$ cat config.mk
export PLATFORM = sky130hd
export DESIGN_NAME = binary_to_decimal_decoder
export DESIGN_NICKNAME = d
export VERILOG_FILES = /design/src/rtl/decimal_codec_pkg.sv /design/src/rtl/bin_to_onehot10.sv /design/src/rtl/binary_to_decimal_decoder.sv
export SDC_FILE = /design/constraint.sdc
export NUM_CORES = 1
export LEC_CHECK = 0
export ABC_AREA = 1
export ABC_CLOCK_PERIOD_IN_PS = 1850
export CAP_MARGIN = 5
export CORE_MARGIN = 5
export CORE_UTILIZATION = 35
export CTS_CLUSTER_SIZE = 14
export DETAILED_ROUTE_END_ITERATION = 8
export PLACE_DENSITY_LB_ADDON = 0.15
export SYNTH_ARGS = -nofsm -noshare
export SYNTH_HDL_FRONTEND = slang
export SYNTH_SLANG_ARGS = --single-unit
$ cat constraint.sdc
create_clock -name clk -period 1.85 [get_ports clk]
set_input_delay 0.555 -clock clk [delete_from_list [all_inputs] [get_ports clk]]
set_output_delay 0.555 -clock clk [all_outputs]
set_load 0.01 [all_outputs]
$ cat src/rtl/decimal_codec_pkg.sv
// Shared types for the decimal encoder/decoder pair: digit count, code width,
// one-hot and binary code types, and the decoder state encoding.
package decimal_codec_pkg;

  localparam int DIGITS = 10;
  localparam int BIN_W  = 4;

  typedef logic [DIGITS-1:0] onehot_t;
  typedef logic [BIN_W-1:0]  bin_t;

  typedef enum logic {
    IDLE,
    HOLD
  } dec_state_e;

endpackage

$ cat src/rtl/bin_to_onehot10.sv
// Combinational map from a 4-bit digit code to a 10-bit one-hot line.
// Codes 10..15 produce an all-zero one-hot and raise invalid.
module bin_to_onehot10
  import decimal_codec_pkg::*;
(
  input  logic [BIN_W-1:0]  code,
  output logic [DIGITS-1:0] onehot,
  output logic              invalid
);

  // One line per digit; out-of-range codes match no line.
  always_comb begin
    onehot  = '0;
    invalid = (code >= bin_t'(DIGITS));
    for (int k = 0; k < DIGITS; k++) begin
      onehot[k] = (code == bin_t'(k));
    end
  end

endmodule

$ cat src/rtl/binary_to_decimal_decoder.sv
// Accepts digit codes over valid/ready, drives the matching one-hot decimal
// line for HOLD_CYCLES cycles, and flags/counts out-of-range codes.
//
// state | meaning
// IDLE  | no digit shown, ready for a code every cycle
// HOLD  | one-hot digit driven; ready again only on its final hold cycle
module binary_to_decimal_decoder
  import decimal_codec_pkg::*;
#(
  parameter int HOLD_CYCLES = 4,
  parameter int ERR_CNT_W   = 8
) (
  input  logic                 clk,
  input  logic                 rst,
  input  logic                 in_valid,
  output logic                 in_ready,
  input  logic [BIN_W-1:0]     binary_input,
  output logic [DIGITS-1:0]    decimal_output,
  output logic                 out_valid,
  output logic                 out_last,
  output logic                 err_pulse,
  output logic [ERR_CNT_W-1:0] err_count
);

  localparam logic [7:0] LAST_CNT = 8'(HOLD_CYCLES - 1);

  dec_state_e          state;
  logic [7:0]          hold_cnt;
  logic [DIGITS-1:0]   dec_onehot;
  logic                dec_invalid;
  logic                accept;
  logic                acc_valid;
  logic                acc_invalid;
  logic [7:0]          hold_cnt_inc;

  bin_to_onehot10 u_dec (
    .code    (binary_input),
    .onehot  (dec_onehot),
    .invalid (dec_invalid)
  );

  // Ready depends only on state and the hold counter, never on in_valid.
  assign in_ready     = (state == IDLE) || (hold_cnt == LAST_CNT);
  assign accept       = in_valid && in_ready;
  assign acc_valid    = accept && !dec_invalid;
  assign acc_invalid  = accept && dec_invalid;
  assign hold_cnt_inc = hold_cnt + 8'd1;

  // Hold FSM with registered one-hot output, last flag and error tracking.
  always_ff @(posedge clk) begin
    if (rst) begin
      state          <= IDLE;
      hold_cnt       <= '0;
      decimal_output <= '0;
      out_valid      <= 1'b0;
      out_last       <= 1'b0;
      err_pulse      <= 1'b0;
      err_count      <= '0;
    end else begin
      err_pulse <= acc_invalid;
      if (acc_invalid && (err_count != '1)) begin
        err_count <= err_count + ERR_CNT_W'(1);
      end

      if (acc_valid) begin
        // Fresh digit, either from IDLE or back-to-back on the last hold cycle.
        state          <= HOLD;
        hold_cnt       <= '0;
        decimal_output <= dec_onehot;
        out_valid      <= 1'b1;
        out_last       <= (LAST_CNT == 8'd0);
      end else if (state == HOLD) begin
        if (hold_cnt == LAST_CNT) begin
          state          <= IDLE;
          hold_cnt       <= '0;
          decimal_output <= '0;
          out_valid      <= 1'b0;
          out_last       <= 1'b0;
        end else begin
          hold_cnt <= hold_cnt_inc;
          out_last <= (hold_cnt_inc == LAST_CNT);
        end
      end
    end
  end

endmodule
==> flow_summary.ini <==
[timing]
rsz0062_at_grt = no
fmax_ghz = 0.566
skew_ns = 0.00762
slew_headroom = 0.794
worst_slew_pin_slew_ns = 0.308
finalSetupViolations = 0
min_period_ns = 1.77
finalHoldViolCount = 0
maxSlewViolCount = 0
min_period_over_period = 0.955

[clock_network]
clockBufferDepth = 2
ctsRootBufferMaster = clkbuf_8
tritoncts = yes
cts_buffers = 5
htree_levels = 2
clock_latency_ns = 0.28
clkTransAtPathRegs_ns = 0.06
ctsHoldBuffers = 0
cts.sinks = 30

[route]
wl_per_cell_um = 10.8
vias = 1616
drc = 0
drt_iter0_drc = 82
wirelength_mm = 3.89
drtAntennaViolNets = 0
first_pass_iters = 4
vias_per_cell = 4.49

[floorplan]
die_h_um = 79.7
row_count = 25
chipWidth_um = 79.7
die-area_mm2 = 0.00636
core_mm2 = 0.00472
start_util = 0.360
io-pin-count = 29

[final_layout]
nNetsFinal = 302
area_growth_pct = 37.6
mostFrequentLayoutCells = nand2_1 (69), dfxtp_1 (26), clkdlybuf4s50_1 (26)
diodes = 0
nFillCells = 466
fin_cells = 360
final_cell_area_mm2 = 0.00234
drive_gt1_frac = 0.239
final_common_cell = nand2_1

[power]
leakagePower_nw = 0.926
ir_worst_vdd_mv = 0.433
powerDensity_mw_per_mm2 = 596
total_power_w = 0.00140

[worst_setup_path]
crit_slowest_cell = clkdlybuf4s50_1
crit_family = buffers and inverters
reg2reg_to = err_count[0]
slowest_delay_ns = 0.56
reg2reg_depth = 10
cp-startpoint = err_count[4]
reg2reg_slack_ns = 0.25
crit_required_ns = 1.29
crit_chain = clkdlybuf4s50_1
critPathLaunchType = flop
crit_fanout = 4
worstSetupEndpointType = output port
path_buf_inv = 1
r2r_start = hold_cnt[0]
arrival_ns = 1.21
crit_type = reg -> out

[place]
globalplace.congestion = 0.791
dpl.hpwl_mm = 2.93
place.detailed.instances = 351
numPortBuffers = 28
placed_area_mm2 = 0.00222

[synth]
synthTopCellsByArea = dfxtp_1 (35%), nand2_1 (15%), a21oi_1 (5.3%)
synth_nets = 248
avgSynthCellArea_um2 = 7.15
synthArstFlopShare = 0
synth.distinct_cells = 29
synth_area_leader_cell = dfxtp_1
synthCells = 238
synth_area_mm2 = 0.00170
yosys.area.top_type_share = 0.353
synth_seq_cells = 30
synth-edff-count = 0
yosysSeqAreaShare = 0.353
synth_warnings = 0
synth_top_flop_cell = dfxtp_1

[min_path]
hp-start = decimal_output[4]
holdPathEnd = decimal_output[4]
holdPathStages = 2
hold_class = reg -> reg

[global_routing]
grt_pass1_vias = 1627
antenna_found_initial = 0
grt_usage = 0.140
grt_pass1_wl_mm = 7.05
grt_max_degree = 13
gr-total-overflow = 0

[run_status]
status = complete, no violations

[job]
maxCapViolations = 0
sequential cells by signal, summed over array words and instances, names as in the netlist:
register	count
hold_cnt	8
err_pulse	1
err_count	8
decimal_output	10
out_last	1
out_valid	1
state	1
metal layers:
metal / wire length [µm] / global-route usage / part of all wire
met5: 0 / 0 / 0
met3: 170 / 0.0564 / 0.044
met4: 42 / 0.0412 / 0.011
met1: 1930 / 0.168 / 0.50
met2: 1750 / 0.230 / 0.45
cell families after synthesis:
kind of cell / synth area share
AND/OR/NAND/NOR: 0.401
AO/OA/AOI/OAI: 0.118
buffers and inverters: 0.0860
flip-flops: 0.353
XOR/XNOR: 0.0206
adder cells (fa/ha/maj): 0.0221
worst max path at each step:
stage | end | slack (ns) | cells past startpoint
after global routing | in_ready | 0.002 | 6
after CTS | err_count[7] | 0.03 | 1
after global placement | in_ready | -0.06 | 6
after floorplan | in_ready | 0.36 | 5
final | err_count[4] | 0.08 | 1
after detailed placement | in_ready | -0.08 | 6
cell usage after synthesis, types with 2 or more instances:
| cell | number |
|---|---|
| nand2_1 | 70 |
| dfxtp_1 | 30 |
| nor2_1 | 24 |
| inv_1 | 22 |
| a21oi_1 | 18 |
| nand3_1 | 12 |
| a21oi_2 | 9 |
| nand3_2 | 9 |
| nand4_1 | 9 |
| buf_2 | 3 |
| ha_1 | 3 |
| inv_2 | 3 |
| nand3b_1 | 3 |
| nor3_1 | 3 |
| xor2_1 | 3 |
| nand2_2 | 2 |
| o21ai_0 | 2 |
| or2_2 | 2 |
cell type report:
| type | instances | area [µm²] | share of cell area |
|---|---|---|---|
| multi-input cells | 177 | 970 | 0.414 |
| inverters | 25 | 93.8 | 0.0401 |
| flip-flops and latches | 30 | 606 | 0.259 |
| clock buffers | 7 | 86.3 | 0.0369 |
| clock inverters | 1 | 5.00 | 0.00214 |
| well taps | 67 | 83.8 | 0.0358 |
| repair buffers | 53 | 497 | 0.212 |
metrics by stage:
step	setup slack [ns]	util	TNS (ns)	hold WS, ns
floorplan	0.360	-	0	0.471
global placement	-0.0561	0.470	-0.458	0.457
detailed placement	-0.0807	0.470	-0.804	0.462
CTS	0.0271	0.489	0	0.472
global route	0.00175	0.496	0	0.490
finish	0.0833	0.496	0	0.469
power by group:
part / switching (W) / total, W / internal (W)
Combinational: 0.000100 / 0.000185 / 0.0000850
Sequential: 0.00000799 / 0.000666 / 0.000658
Clock: 0.000245 / 0.000545 / 0.000300
what timing repair did:
action                     4_1_cts  5_1_grt
pin swaps                        0        3
buffers inserted                 0        1
resized for setup                8        5
setup endpoints to repair        2        3
No activity file was read; power rests on OpenSTA's default activity.
